**src/rtl/donut_frame_sequencer.sv**
```systemverilog
// Read-side sequencer for the animation ROM: walks frames, absorbs the ROM's
// one-cycle read latency in a 2-entry FIFO and streams pixels out valid/ready.
module donut_frame_sequencer #(
  parameter int unsigned FRAME_PIXELS = 281600,
  parameter int unsigned NUM_FRAMES   = 60,
  parameter int unsigned HOLD_FRAMES  = 1,
  parameter int unsigned ADDR_W       = 32
) (
  input  logic              clk_i,
  input  logic              rst_i,
  input  logic              play_i,
  input  logic              step_i,
  output logic              rom_cen_o,
  output logic [ADDR_W-1:0] rom_addr_o,
  input  logic [3:0]        rom_data_i,
  output logic [3:0]        pix_data_o,
  output logic              pix_valid_o,
  input  logic              pix_ready_i,
  output logic              pix_sof_o,
  output logic [5:0]        frame_idx_o,
  output logic              busy_o
);

  localparam int unsigned PIX_W  = (FRAME_PIXELS > 1) ? $clog2(FRAME_PIXELS) : 1;
  localparam int unsigned HOLD_W = (HOLD_FRAMES > 1) ? $clog2(HOLD_FRAMES) : 1;

  localparam logic [0:0] IDLE   = 1'b0;
  localparam logic [0:0] STREAM = 1'b1;

  localparam logic [PIX_W-1:0]  PIX_LAST     = PIX_W'(FRAME_PIXELS - 1);
  localparam logic [HOLD_W-1:0] HOLD_LAST    = HOLD_W'(HOLD_FRAMES - 1);
  localparam logic [5:0]        FRAME_LAST   = 6'(NUM_FRAMES - 1);
  localparam logic [ADDR_W-1:0] FRAME_STRIDE = ADDR_W'(FRAME_PIXELS);

  logic [0:0]        state;
  logic              step_flag;
  logic [PIX_W-1:0]  pix_idx;
  logic [HOLD_W-1:0] hold_cnt;
  logic [ADDR_W-1:0] frame_base;
  logic [5:0]        frame_idx;
  logic              inflight;
  logic              inflight_sof;

  logic [3:0] fifo_data [2];
  logic [1:0] fifo_sof;
  logic       rd_ptr;
  logic       wr_ptr;
  logic [1:0] count;

  logic       pop;
  logic       issue;
  logic       frame_end;
  logic [2:0] occupancy;

  assign pix_valid_o = (count != 2'd0);
  assign pop         = pix_valid_o & pix_ready_i;
  assign occupancy   = {1'b0, count} + {2'b0, inflight};
  // A pop this cycle frees a slot, so it may be reused by this cycle's issue.
  assign issue       = (state == STREAM) && (occupancy < (3'd2 + {2'b0, pop}));
  assign frame_end   = issue && (pix_idx == PIX_LAST);

  assign rom_cen_o   = issue;
  assign rom_addr_o  = frame_base + ADDR_W'(pix_idx);
  assign pix_data_o  = pix_valid_o ? fifo_data[rd_ptr] : 4'h0;
  assign pix_sof_o   = pix_valid_o & fifo_sof[rd_ptr];
  assign frame_idx_o = frame_idx;
  assign busy_o      = (state != IDLE) | inflight | pix_valid_o;

  always_ff @(posedge clk_i) begin
    if (rst_i) begin
      state        <= IDLE;
      step_flag    <= 1'b0;
      pix_idx      <= '0;
      hold_cnt     <= '0;
      frame_base   <= '0;
      frame_idx    <= '0;
      inflight     <= 1'b0;
      inflight_sof <= 1'b0;
      rd_ptr       <= 1'b0;
      wr_ptr       <= 1'b0;
      count        <= '0;
    end else begin
      case (state)
        IDLE: begin
          if (play_i || step_i) begin
            state     <= STREAM;
            step_flag <= ~play_i;
          end
        end
        STREAM: begin
          if (frame_end) begin
            pix_idx <= '0;
            if (hold_cnt == HOLD_LAST) begin
              hold_cnt <= '0;
              if (frame_idx == FRAME_LAST) begin
                frame_idx  <= '0;
                frame_base <= '0;
              end else begin
                frame_idx  <= frame_idx + 6'd1;
                frame_base <= frame_base + FRAME_STRIDE;
              end
            end else begin
              hold_cnt <= hold_cnt + HOLD_W'(1);
            end
            if (step_flag || !play_i) begin
              step_flag <= 1'b0;
              state     <= IDLE;
            end
          end else if (issue) begin
            pix_idx <= pix_idx + PIX_W'(1);
          end
        end
        default: state <= IDLE;
      endcase

      inflight     <= issue;
      inflight_sof <= issue && (pix_idx == '0);
      if (inflight) wr_ptr <= ~wr_ptr;
      if (pop)      rd_ptr <= ~rd_ptr;
      count <= count + {1'b0, inflight} - {1'b0, pop};
    end
  end

  // Storage needs no reset: the head is masked until the count says it is valid.
  always_ff @(posedge clk_i) begin
    if (!rst_i && inflight) begin
      fifo_data[wr_ptr] <= rom_data_i;
      fifo_sof[wr_ptr]  <= inflight_sof;
    end
  end

endmodule

```
**config.mk**
```make
export PLATFORM = sky130hd
export DESIGN_NAME = donut_frame_sequencer
export DESIGN_NICKNAME = d
export VERILOG_FILES = /design/src/rtl/donut_frame_sequencer.sv
export SDC_FILE = /design/constraint.sdc
export NUM_CORES = 1
export LEC_CHECK = 0
export BUFFER_PORTS_ARGS = -buffer_cell sky130_fd_sc_hd__buf_2
export CAP_MARGIN = 20
export CORE_MARGIN = 4
export CORE_UTILIZATION = 57
export CTS_CLUSTER_DIAMETER = 150
export DETAILED_ROUTE_END_ITERATION = 10
export GPL_ROUTABILITY_DRIVEN = 0
export GPL_TIMING_DRIVEN = 0
export MAX_ROUTING_LAYER = met4
export PLACE_DENSITY = 0.86
export SETUP_SLACK_MARGIN = 0.5
export SLEW_MARGIN = 5
export SYNTH_ARGS = -nofsm -noshare
export SYNTH_HDL_FRONTEND = slang
export SYNTH_SLANG_ARGS = --single-unit
```
**constraint.sdc**
```tcl
create_clock -name clk_i -period 2.2 [get_ports clk_i]
set_input_delay 0 -clock clk_i [delete_from_list [all_inputs] [get_ports clk_i]]
set_output_delay 0 -clock clk_i [all_outputs]
set_load 0.005 [all_outputs]
```
==> impl_metrics.csv, run 1 <==
group,metric,value,unit
logic_synthesis,ys_seq_area_frac,0.3902,
cts,htree_levels,3,
logic_synthesis,syn_area_per_cell,8.631,µm²
cts,cts_root_buf,"clkbuf_8",
logic_synthesis,synthArstFlopShare,0,
placement,dp_hpwl,6311,µm
logic_synthesis,synth_area,3642,µm²
die,start_util,0.6009,
logic_synthesis,yosys.area.top_type,"dfxtp_1",
logic_synthesis,synth_area_leaders,"dfxtp_1, xnor2_1, edfxtp_1, nor2_1, ha_1",
logic_synthesis,synth_ff_type,"dfxtp_1",
global_route,grt_max_degree,13,
sta,worst_endpoint,"rom_addr_o[24]",
logic_synthesis,syn_inst,422,
outcome,status,"aborted with a tool error",
die,design.portCount,55,
die,die_w,87.94,µm
sta,worst_endpoint_kind,"primary output",
logic_synthesis,synth_top_area_share,0.3078,
logic_synthesis,synth_most_common_cell,"nor2_1",
placement,place.port_buffers,54,
outcome,lastStage,"global routing (5_1_grt)",
die,num_rows,28,
logic_synthesis,yosysWarnings,0,
die,chipHeight,87.94,µm
logic_synthesis,synthTopCellsByCount,"nor2_1, dfxtp_1, xnor2_1, nand2_1, nand3_1",
logic_synthesis,synth_edf_count,10,
logic_synthesis,ys_seq_elements,66,
cts,clock_sink_count,66,
outcome,error_line,"[ERROR DPL-0038] Utilization greater than 100%, impossible to legalize",
cts,cts_buffers,9,
logic_synthesis,syn_nets,448,
logic_synthesis,ys_types,53,
cts,clk_path_buf_depth,2,
==> logic make-up after synthesis <==
logic type      Yosys count  synth area share
compound gates           52           0.08829
xor+xnor                 53            0.1274
fa+ha+maj                17           0.05840
buf+inv                  44           0.05393
flops                    66            0.3902
mux                       5           0.01374
simple gates            185            0.2679
==> timing repair <==
action,4_1_cts
hold endpoints to repair,11
endpoints found under the setup margin,68
resized for setup,148
pin swaps,58
gates cloned,4
setup buffers,39
hold buffers,7
==> stage by stage <==
| stage | setup slack (ps) | cell area, µm² | util | cells |
|---|---|---|---|---|
| after CTS | -41.72 | 5315 | 0.8770 | 617 |
| after detailed placement | 92.43 | 4103 | 0.6769 | 551 |
| after global placement | 122.4 | 4103 | 0.6769 | 551 |
| after floorplan | 453.4 | 3739 | - | 422 |
==> run 2, diff against run 1 <==
--- a/config.mk
+++ b/config.mk
@@ -8,14 +8,11 @@
 export BUFFER_PORTS_ARGS = -buffer_cell sky130_fd_sc_hd__buf_2
 export CAP_MARGIN = 20
 export CORE_MARGIN = 4
-export CORE_UTILIZATION = 57
-export CTS_CLUSTER_DIAMETER = 150
+export CORE_UTILIZATION = 40
 export DETAILED_ROUTE_END_ITERATION = 10
 export GPL_ROUTABILITY_DRIVEN = 0
 export GPL_TIMING_DRIVEN = 0
-export MAX_ROUTING_LAYER = met4
-export PLACE_DENSITY = 0.86
-export SETUP_SLACK_MARGIN = 0.5
+export PLACE_DENSITY_LB_ADDON = 0.15
 export SLEW_MARGIN = 5
 export SYNTH_ARGS = -nofsm -noshare
 export SYNTH_HDL_FRONTEND = slang
==> run 2 against run 1 <==
Effect of this change:
- the flow now finishes, with violations (negative setup slack)
- synthesized cell count stayed put
- synthesized area stayed put
==> impl_metrics.csv, run 2 <==
group,metric,value,unit
final_layout,stdcell_count,620,
route,dr.pass1.iters,5,
logic_synthesis,ys_seq_area_frac,0.3902,
route,ant_nets,0,
logic_synthesis,yosysWarnings,0,
placement,place.port_buffers,54,
die,num_rows,34,
worst_setup_path,cp-end-kind,"output port",
die,design.portCount,55,
sta,hold_ws,73.36,ps
final_layout,reg_top3,"frame_base: 22 flops, pix_idx: 19 flops, fifo_data: 8 flops",
final_layout,drive_gt1_frac,0.2852,
worst_setup_path,cp.arrival,2240,ps
logic_synthesis,synth_ff_type,"dfxtp_1",
worst_setup_path,path_buf_inv,2,
power_and_ir_drop,power_density,634.0,nW/µm²
final_layout,area_growth,28.27,%
logic_synthesis,synthTopCellsByCount,"nor2_1, dfxtp_1, xnor2_1, nand2_1, nand3_1",
sta,relSlewSlack,0.4362,
sta,layout_min_cycle_time,2238,ps
die,start_util,0.4136,
cts,htree_levels,3,
final_layout,mostFrequentLayoutCells,"nor2_1, buf_2, dfxtp_1, xnor2_1, nand2_1",
global_route,grt.overflow.total,0,
route,drt_iter0_markers,143,
placement,dp_hpwl,6116,µm
sta,setup_ws,-38.43,ps
job,drv_cap,0,
outcome,status,"finished with violations",
sta,worst_pin_slew,843.9,ps
final_layout,nets,533,
sta,setup_tns,-143.7,ps
logic_synthesis,synth_area,3642,µm²
logic_synthesis,syn_nets,448,
final_layout,num_antenna_cells,0,
sta,hold_viol_final,0,
worst_setup_path,cp_slowest_cell,"dfxtp_4",
power_and_ir_drop,power,2.962,mW
power_and_ir_drop,peakVddDrop,0.3097,mV
worst_setup_path,cp_max_fo,5,
route,route.vias.total,3166,
logic_synthesis,synth_edf_count,10,
worst_setup_path,path_delay_family,"compound AO/OA/AOI/OAI gates",
sta,setup_viol,6,
cts,cts_buffers,9,
logic_synthesis,ys_types,53,
cts,cts_root_buf,"clkbuf_8",
logic_synthesis,synth_area_leaders,"dfxtp_1, xnor2_1, edfxtp_1, nor2_1, ha_1",
sta,fin_worst_skew,10.71,ps
outcome,violations,"negative setup slack",
logic_synthesis,syn_inst,422,
worst_hold_path,hp-class,"in2reg",
die,die_w,103.4,µm
placement,place_inst,584,
sta,rsz0062_at_grt,"yes",
logic_synthesis,synth_top_area_share,0.3078,
global_route,antenna_found_initial,0,
worst_setup_path,start_kind,"flip-flop",
die,coreArea,8806,µm²
route,detail_route.wl_per_cell,14.16,µm
die,die_area,10700,µm²
cts,clk_path_buf_depth,2,
global_route,grt_use_total,0.1729,
sta,slew_viol_final,0,
cts,clk_pin_slew,70,ps
worst_setup_path,criticalPathCategory,"reg2out",
global_route,grt_max_degree,12,
global_route,grt_pass1_vias,3141,
sta,max_freq,446.7,MHz
worst_setup_path,path_cells,"ha_4 -> a21oi_4 -> nand4b_1 -> a21boi_2 -> a41o_4 -> buf_6 -> nand2_4 -> xnor2_2 -> buf_2",
logic_synthesis,syn_area_per_cell,8.631,µm²
route,drt_drc_violations_left,0,
final_layout,regMostFlops,"frame_base",
worst_setup_path,required,2200,ps
cts,cts_tree,"built",
global_route,grt_pass1_wl,14570,µm
logic_synthesis,synth_most_common_cell,"nor2_1",
sta,period_share,1.017,
cts,clock_sink_count,66,
logic_synthesis,yosys.area.top_type,"dfxtp_1",
cts,clkLatencyLatePin,340,ps
route,wirelength,8781,µm
die,chipHeight,103.4,µm
logic_synthesis,ys_seq_elements,66,
final_layout,final_common_cell,"nor2_1",
final_layout,largest_reg_flops,22,
logic_synthesis,synthArstFlopShare,0,
worst_setup_path,max_stage_delay,360,ps
route,via_per_inst,5.106,
power_and_ir_drop,power.leakage,1.926,nW
[run 2: cell counts after synthesis]
Identical to the previous run, type by type.
[run 2: what timing repair did]
item	4_1_cts	5_1_grt
pin swaps	10	9
endpoints found under the setup margin	16	35
resized for setup	32	22
cloned	1	0
hold buffers	8	0
hold endpoints to repair	11	0
setup buffers	8	4
[run 2: final cells by class]
| type | instances | area, µm² |
|---|---|---|
| plain buffers | 25 | 135.1 |
| repair buffers | 75 | 459.2 |
| clock inverters | 5 | 78.83 |
| inverters | 18 | 67.56 |
| fillers | 833 | 4134 |
| well taps | 108 | 135.1 |
| flip-flops and latches | 66 | 1449 |
| multi-input cells | 312 | 2216 |
| clock buffers | 11 | 131.4 |
[run 2: logic make-up (layout without fill, tap and decap cells)]
kind of cell / count (synthesis) / in the layout / synth area share
xor gates and xnor gates: 53 / 53 / 0.1274
buffers and inverters: 44 / 134 / 0.05393
adders and majority gates: 17 / 17 / 0.05840
DFF: 66 / 66 / 0.3902
muxes: 5 / 5 / 0.01374
and+or+nand+nor: 185 / 185 / 0.2679
AOI/OAI and AO/OA: 52 / 52 / 0.08829
[run 2: where the power goes]
group / internal [mW] / switching, mW
registers: 1.28 / 0.0548
logic: 0.240 / 0.285
clock network: 0.637 / 0.463
[run 2: layer usage]
layer	global-route usage	vias up	wire length (µm)
met1	0.2346	1475	4316
met5	0	-	0
met2	0.2725	69	3971
met4	0.07171	0	104
li1	-	1612	-
met3	0.02884	10	388
[run 2: path summary, 6_finish.rpt]
| check | slack, ps | cells after the start | startpoint | end |
|---|---|---|---|---|
| setup / recovery | -40 | 9 | frame_base[11]$_SDFFE_PP0P_ | rom_addr_o[20] |
| hold / removal | 70 | 4 | pix_ready_i | flip-flop |
| setup reg to reg | 100 | 7 | inflight$_SDFF_PP0_ | frame_base[31]$_SDFFE_PP0P_ |
| hold reg to reg | 440 | 0 | inflight_sof$_SDFF_PP0_ | fifo_sof[0]$_DFFE_PP_ |
[run 2: worst min-delay path, stage by stage]
cell and delay, ps:
buf_2 100, o21ai_2 100, xor2_1 90, nor2_1 70
[run 2: stage by stage]
| step | utilization | instance area (µm²) | setup WS [ps] |
|---|---|---|---|
| floorplan | - | 3642 | 313.6 |
| global placement | 0.4596 | 4048 | -96.51 |
| detailed placement | 0.4596 | 4048 | -104.8 |
| CTS | 0.5161 | 4544 | -55.09 |
| global route | 0.5305 | 4672 | -128.5 |
| finish | 0.5305 | 4672 | -38.43 |
Power figures use the tool's default switching activity.
==> run 3, diff against run 2 <==
--- a/config.mk
+++ b/config.mk
@@ -13,6 +13,7 @@
 export GPL_ROUTABILITY_DRIVEN = 0
 export GPL_TIMING_DRIVEN = 0
 export PLACE_DENSITY_LB_ADDON = 0.15
+export REMOVE_ABC_BUFFERS = 1
 export SLEW_MARGIN = 5
 export SYNTH_ARGS = -nofsm -noshare
 export SYNTH_HDL_FRONTEND = slang
==> run 3 against run 2 <==
Effect of this change:
- the run still ends with negative setup slack left
- clock power shrank 16%
- non-clock buffer count is 27 lower
- worst setup slack got worse by 62 ps
- die area unchanged
- global-route usage shrank 0.22 points
- cell area is 4.2% lower
- fmax down 2.7%
- via count fell by 2.7%
- register-to-register slack got worse by 80 ps
- sequential cell count did not move
- critical path type unchanged
- largest cell class unchanged
- largest power group unchanged
==> impl_metrics.csv, run 3 (synthesis gave the netlist of run 2 again) <==
group,metric,value,unit
die,die_w,103.4,µm
sta,hold_viol_final,0,
final_layout,regMostFlops,"frame_base",
sta,fin_worst_skew,12.34,ps
worst_hold_path,hp-class,"in2reg",
power_and_ir_drop,p_clk_frac,0.334,
global_route,grt_pass1_wl,14230,µm
die,num_rows,34,
final_layout,reg_top3,"frame_base: 22 flops, pix_idx: 19 flops, fifo_data: 8 flops",
die,chipHeight,103.4,µm
global_route,antenna_found_initial,0,
die,design.portCount,55,
worst_setup_path,start_kind,"flip-flop",
power_and_ir_drop,swShare,0.3062,
global_route,grt_pass1_vias,2874,
sta,setup_ws,-100.4,ps
route,drt_drc_violations_left,0,
sta,slew_viol_final,0,
final_layout,drive_gt1_frac,0.2587,
worst_setup_path,cp.arrival,2300,ps
worst_setup_path,path_buf_inv,1,
die,start_util,0.4136,
cts,cts_root_buf,"clkbuf_8",
sta,rsz0062_at_grt,"yes",
sta,worst_pin_slew,842.5,ps
worst_setup_path,required,2200,ps
final_layout,largest_reg_flops,22,
cts,htree_levels,3,
die,die_area,10700,µm²
outcome,violations,"negative setup slack",
power_and_ir_drop,p_seq_frac,0.486,
route,route.vias.total,3082,
route,wirelength,8589,µm
route,drt_iter0_markers,89,
sta,max_freq,434.7,MHz
cts,clkLatencyLatePin,350,ps
worst_setup_path,cp-end-kind,"output port",
route,dr.pass1.iters,4,
job,drv_cap,0,
global_route,grt_max_degree,20,
final_layout,final_common_cell,"nor2_1",
worst_setup_path,path_delay_family,"compound AO/OA/AOI/OAI gates",
worst_setup_path,max_stage_delay,360,ps
outcome,status,"finished with violations",
cts,clk_path_buf_depth,2,
global_route,grt_use_total,0.1707,
route,ant_nets,0,
placement,post-place-ws,-513.7,ps
worst_setup_path,criticalPathCategory,"reg2out",
sta,hold_ws,27.57,ps
final_layout,area_growth,22.84,%
power_and_ir_drop,pwr-share-comb,0.180,
worst_setup_path,path_cells,"ha_4 -> a21oi_4 -> nand4b_1 -> a21boi_4 -> a41o_4 -> nand3_2 -> xnor2_1 -> buf_2",
power_and_ir_drop,peakVddDrop,0.3004,mV
final_layout,num_antenna_cells,0,
final_layout,mostFrequentLayoutCells,"nor2_1, buf_2, dfxtp_1, xnor2_1, nand2_1",
cts,clk_pin_slew,80,ps
power_and_ir_drop,power.leakage,1.795,nW
route,detail_route.wl_per_cell,14.44,µm
power_and_ir_drop,p_int,1.926,mW
placement,dp_hpwl,5634,µm
sta,layout_min_cycle_time,2300,ps
power_and_ir_drop,switchingPower,0.8498,mW
sta,setup_viol,12,
power_and_ir_drop,power_density,620.3,nW/µm²
placement,place.port_buffers,54,
sta,relSlewSlack,0.4371,
sta,period_share,1.046,
cts,cts_tree,"built",
cts,clock_sink_count,66,
global_route,grt.overflow.total,0,
worst_setup_path,cp_max_fo,7,
final_layout,nets,508,
worst_setup_path,cp_slowest_cell,"dfxtp_4",
cts,cts_buffers,9,
die,coreArea,8806,µm²
route,via_per_inst,5.180,
==> run 3: per-layer routing <==
metal / global-route usage / vias up / wire (µm) / share of wire
met5: 0 / - / 0 / 0
met4: 0.06972 / 0 / 178 / 0.021
met3: 0.04024 / 17 / 501 / 0.058
met2: 0.2559 / 71 / 3740 / 0.44
met1: 0.2359 / 1420 / 4168 / 0.49
li1: - / 1574 / - / -
==> run 3: layout make-up <==
cell class | instances | area, µm²
Fill cell | 857 | 4332
Multi-Input combinational cell | 314 | 2206
Sequential cell | 66 | 1446
Timing Repair Buffer | 73 | 442.9
Tap cell | 108 | 135.1
Clock buffer | 9 | 123.9
Inverter | 18 | 67.56
Clock inverter | 7 | 52.55
==> run 3: what timing repair did <==
action / 4_1_cts / 5_1_grt
gates resized for setup: 34 / 8
endpoints found under the hold margin: 10 / 0
hold buffers: 7 / 0
pin swaps: 10 / 11
setup buffers: 5 / 7
endpoints found under the setup margin: 54 / 39
cloned: 2 / 0
==> run 3: metrics by stage <==
stage                     TNS [ps]  cells  instance area, µm²  power [mW]  utilization
after detailed placement    -18880    558                3919       1.864       0.4450
after global routing         -3489    595                4474       2.942       0.5081
after CTS                   -686.4    588                4365       2.819       0.4957
final                       -687.4    595                4474       2.775       0.5081
after global placement      -17900    558                3919       1.850       0.4450
after floorplan                  0    396                3513       1.695            -
==> run 3: power groups by stage <==
stage | Sequential, mW | Combinational, mW | Clock (mW)
after global routing | 1.36 | 0.565 | 1.01
after CTS | 1.35 | 0.505 | 0.964
after floorplan | 1.37 | 0.325 | 0
after detailed placement | 1.38 | 0.480 | 0
final | 1.35 | 0.500 | 0.927
after global placement | 1.38 | 0.469 | 0
==> run 3: path summary, 6_finish.rpt <==
check / from / to / slack [ps] / cells past startpoint
max: pix_idx[11]$_SDFFE_PP0P_ / rom_addr_o[30] / -100 / 8
min: rst_i / pix_idx[2]$_SDFFE_PP0P_ / 30 / 2
max reg2reg: inflight$_SDFF_PP0_ / frame_base[31]$_SDFFE_PP0P_ / 20 / 7
min reg2reg: inflight_sof$_SDFF_PP0_ / fifo_sof[0]$_DFFE_PP_ / 440 / 0
==> run 4, diff against run 3 <==
==> constraint.sdc (replaced) <==
create_clock -name clk_i -period 2.2 [get_ports clk_i]
set_input_delay 0.22 -clock clk_i [delete_from_list [all_inputs] [get_ports clk_i]]
set_output_delay 0.22 -clock clk_i [all_outputs]
set_load 0.005 [all_outputs]
==> run 4 against run 3 <==
Effect of this change:
- routed wire length up 0.59%
- the flow still finishes with violations (negative setup slack)
- via count up 0.62%
- register-to-register slack about the same
- cell area shrank 0.92%
- hold slack improved by 30 ps
- non-clock buffer count decreased by 4
- combinational power fell by 2%
- largest power group unchanged
- first-iteration DRC count is 5.6% higher
- largest cell class unchanged
- die area unchanged
- clock skew fell by 0.63 ps
==> impl_metrics.csv, run 4 (synthesis gave the netlist of run 2 again) <==
group,metric,value,unit
worst_setup_path,cp-end-kind,"output port",
sta,worst_pin_slew,843.0,ps
sta,max_freq,395.0,MHz
worst_setup_path,cp_slowest_cell,"dfxtp_4",
route,detail_route.wl_per_cell,14.62,µm
worst_setup_path,cp.arrival,2310,ps
power_and_ir_drop,power.leakage,1.783,nW
global_route,grt_pass1_vias,2836,
job,drv_cap,0,
sta,slew_viol_final,0,
route,dr.pass1.iters,4,
final_layout,num_antenna_cells,0,
worst_setup_path,path_delay_family,"compound AO/OA/AOI/OAI gates",
sta,setup_ws,-331.9,ps
route,drt_drc_violations_left,0,
final_layout,area_growth,21.71,%
worst_setup_path,path_buf_inv,1,
power_and_ir_drop,swShare,0.3071,
die,design.portCount,55,
sta,fin_worst_skew,11.71,ps
cts,clock_sink_count,66,
placement,place.port_buffers,54,
cts,clkLatencyLatePin,350,ps
worst_setup_path,start_kind,"flip-flop",
global_route,antenna_found_initial,0,
power_and_ir_drop,power_density,624.6,nW/µm²
cts,cts_root_buf,"clkbuf_8",
worst_setup_path,criticalPathCategory,"reg2out",
cts,cts_buffers,9,
cts,clk_pin_slew,80,ps
die,die_w,103.4,µm
sta,setup_tns,-4223,ps
route,ant_nets,0,
sta,period_share,1.151,
sta,layout_min_cycle_time,2532,ps
sta,setup_viol,17,
power_and_ir_drop,p_clk_frac,0.336,
route,drt_iter0_markers,94,
final_layout,regMostFlops,"frame_base",
global_route,grt_max_degree,20,
global_route,grt_use_total,0.1692,
worst_setup_path,max_stage_delay,360,ps
power_and_ir_drop,switchingPower,0.8503,mW
final_layout,post-route-util,0.5034,
sta,rsz0062_at_grt,"yes",
die,coreArea,8806,µm²
cts,clk_path_buf_depth,2,
power_and_ir_drop,pwr-share-comb,0.177,
die,start_util,0.4136,
placement,dp_hpwl,5634,µm
power_and_ir_drop,p_int,1.918,mW
global_route,grt.overflow.total,0,
worst_setup_path,cp_max_fo,7,
final_layout,largest_reg_flops,22,
power_and_ir_drop,p_seq_frac,0.487,
cts,htree_levels,3,
final_layout,nets,504,
cts,cts_tree,"built",
route,wirelength,8640,µm
die,chipHeight,103.4,µm
power_and_ir_drop,peakVddDrop,0.3003,mV
cts,cts_hold_buffers,0,
final_layout,drive_gt1_frac,0.2733,
final_layout,nFillCells,857,
worst_setup_path,required,1980,ps
final_layout,multi_input_area,2210,µm²
final_layout,seq_area,1448,µm²
route,via_per_inst,5.247,
worst_setup_path,path_cells,"ha_4 -> a21oi_4 -> nand4b_1 -> a21boi_4 -> a41o_4 -> nand3_2 -> xnor2_1 -> buf_2",
worst_hold_path,hp-class,"in2reg",
die,num_rows,34,
die,die_area,10700,µm²
sta,hold_viol_final,0,
final_layout,mostFrequentLayoutCells,"nor2_1, buf_2, dfxtp_1, xnor2_1, nand2_1",
outcome,violations,"negative setup slack",
final_layout,reg_top3,"frame_base: 22 flops, pix_idx: 19 flops, fifo_data: 8 flops",
outcome,status,"finished with violations",
route,route.vias.total,3101,
final_layout,final_common_cell,"nor2_1",
sta,relSlewSlack,0.4368,
global_route,grt_pass1_wl,14110,µm
run 4: cell types whose count changed in the layout (fill, tap and decap cells not counted):
cell           previous run  this run
dfxtp_1                  46        45
a21oi_2                   0         1
a21oi_1                  17        16
dfxtp_2                   5         6
buf_4                    11        14
clkinv_1                  1         0
clkinv_2                  2         3
dlygate4sd3_1             7         0
run 4: final cells by class:
class,count,share of cell area
Multi-Input combinational cell,314,0.4984
Sequential cell,66,0.3266
Timing Repair Buffer,69,0.08919
Tap cell,108,0.03048
Clock buffer,9,0.02794
Inverter,18,0.01552
Clock inverter,7,0.01185
run 4: what timing repair did:
action	4_1_cts	5_1_grt
gates cloned	2	0
setup buffers	6	9
endpoints found under the setup margin	58	59
gates resized for setup	36	9
pin swaps	12	13
run 4: power by group through the flow:
stage | registers, mW | clock network, mW | logic (mW)
2_1_floorplan | 1.37 | 0 | 0.325
3_3_place_gp | 1.38 | 0 | 0.469
3_5_place_dp | 1.38 | 0 | 0.480
4_1_cts | 1.35 | 0.964 | 0.496
5_1_grt | 1.36 | 1.01 | 0.557
6_report | 1.35 | 0.931 | 0.489
run 4: final timing paths:
check | startpoint | end | slack (ps) | cells past startpoint
worst max-delay path | pix_idx[11]$_SDFFE_PP0P_ | rom_addr_o[30] | -330 | 8
worst min-delay path | rom_data_i[1] | fifo_data[0][1]$_DFFE_PP_ | 60 | 1
worst max register to register | inflight$_SDFF_PP0_ | frame_base[31]$_SDFFE_PP0P_ | 20 | 7
worst min register to register | inflight_sof$_SDFF_PP0_ | fifo_sof[0]$_DFFE_PP_ | 430 | 0
run 4: layer usage:
metal	up-vias	wire length (µm)	track usage
met5	-	0	0
met4	0	166	0.06574
met3	15	481	0.03823
met2	73	3790	0.2539
met1	1450	4202	0.2359
li1	1563	-	-
run 4: metrics by stage:
stage	cell area, µm²	power, mW	hold slack, ps	cells	setup slack (ps)
2_1_floorplan	3513	1.695	289.1	396	47.68
5_1_grt	4433	2.934	37.55	591	-479.7
6_report	4433	2.769	57.25	591	-331.9
4_1_cts	4307	2.810	42.25	582	-300.8
3_5_place_dp	3919	1.864	414.9	558	-513.7
3_3_place_gp	3919	1.850	412.1	558	-465.4
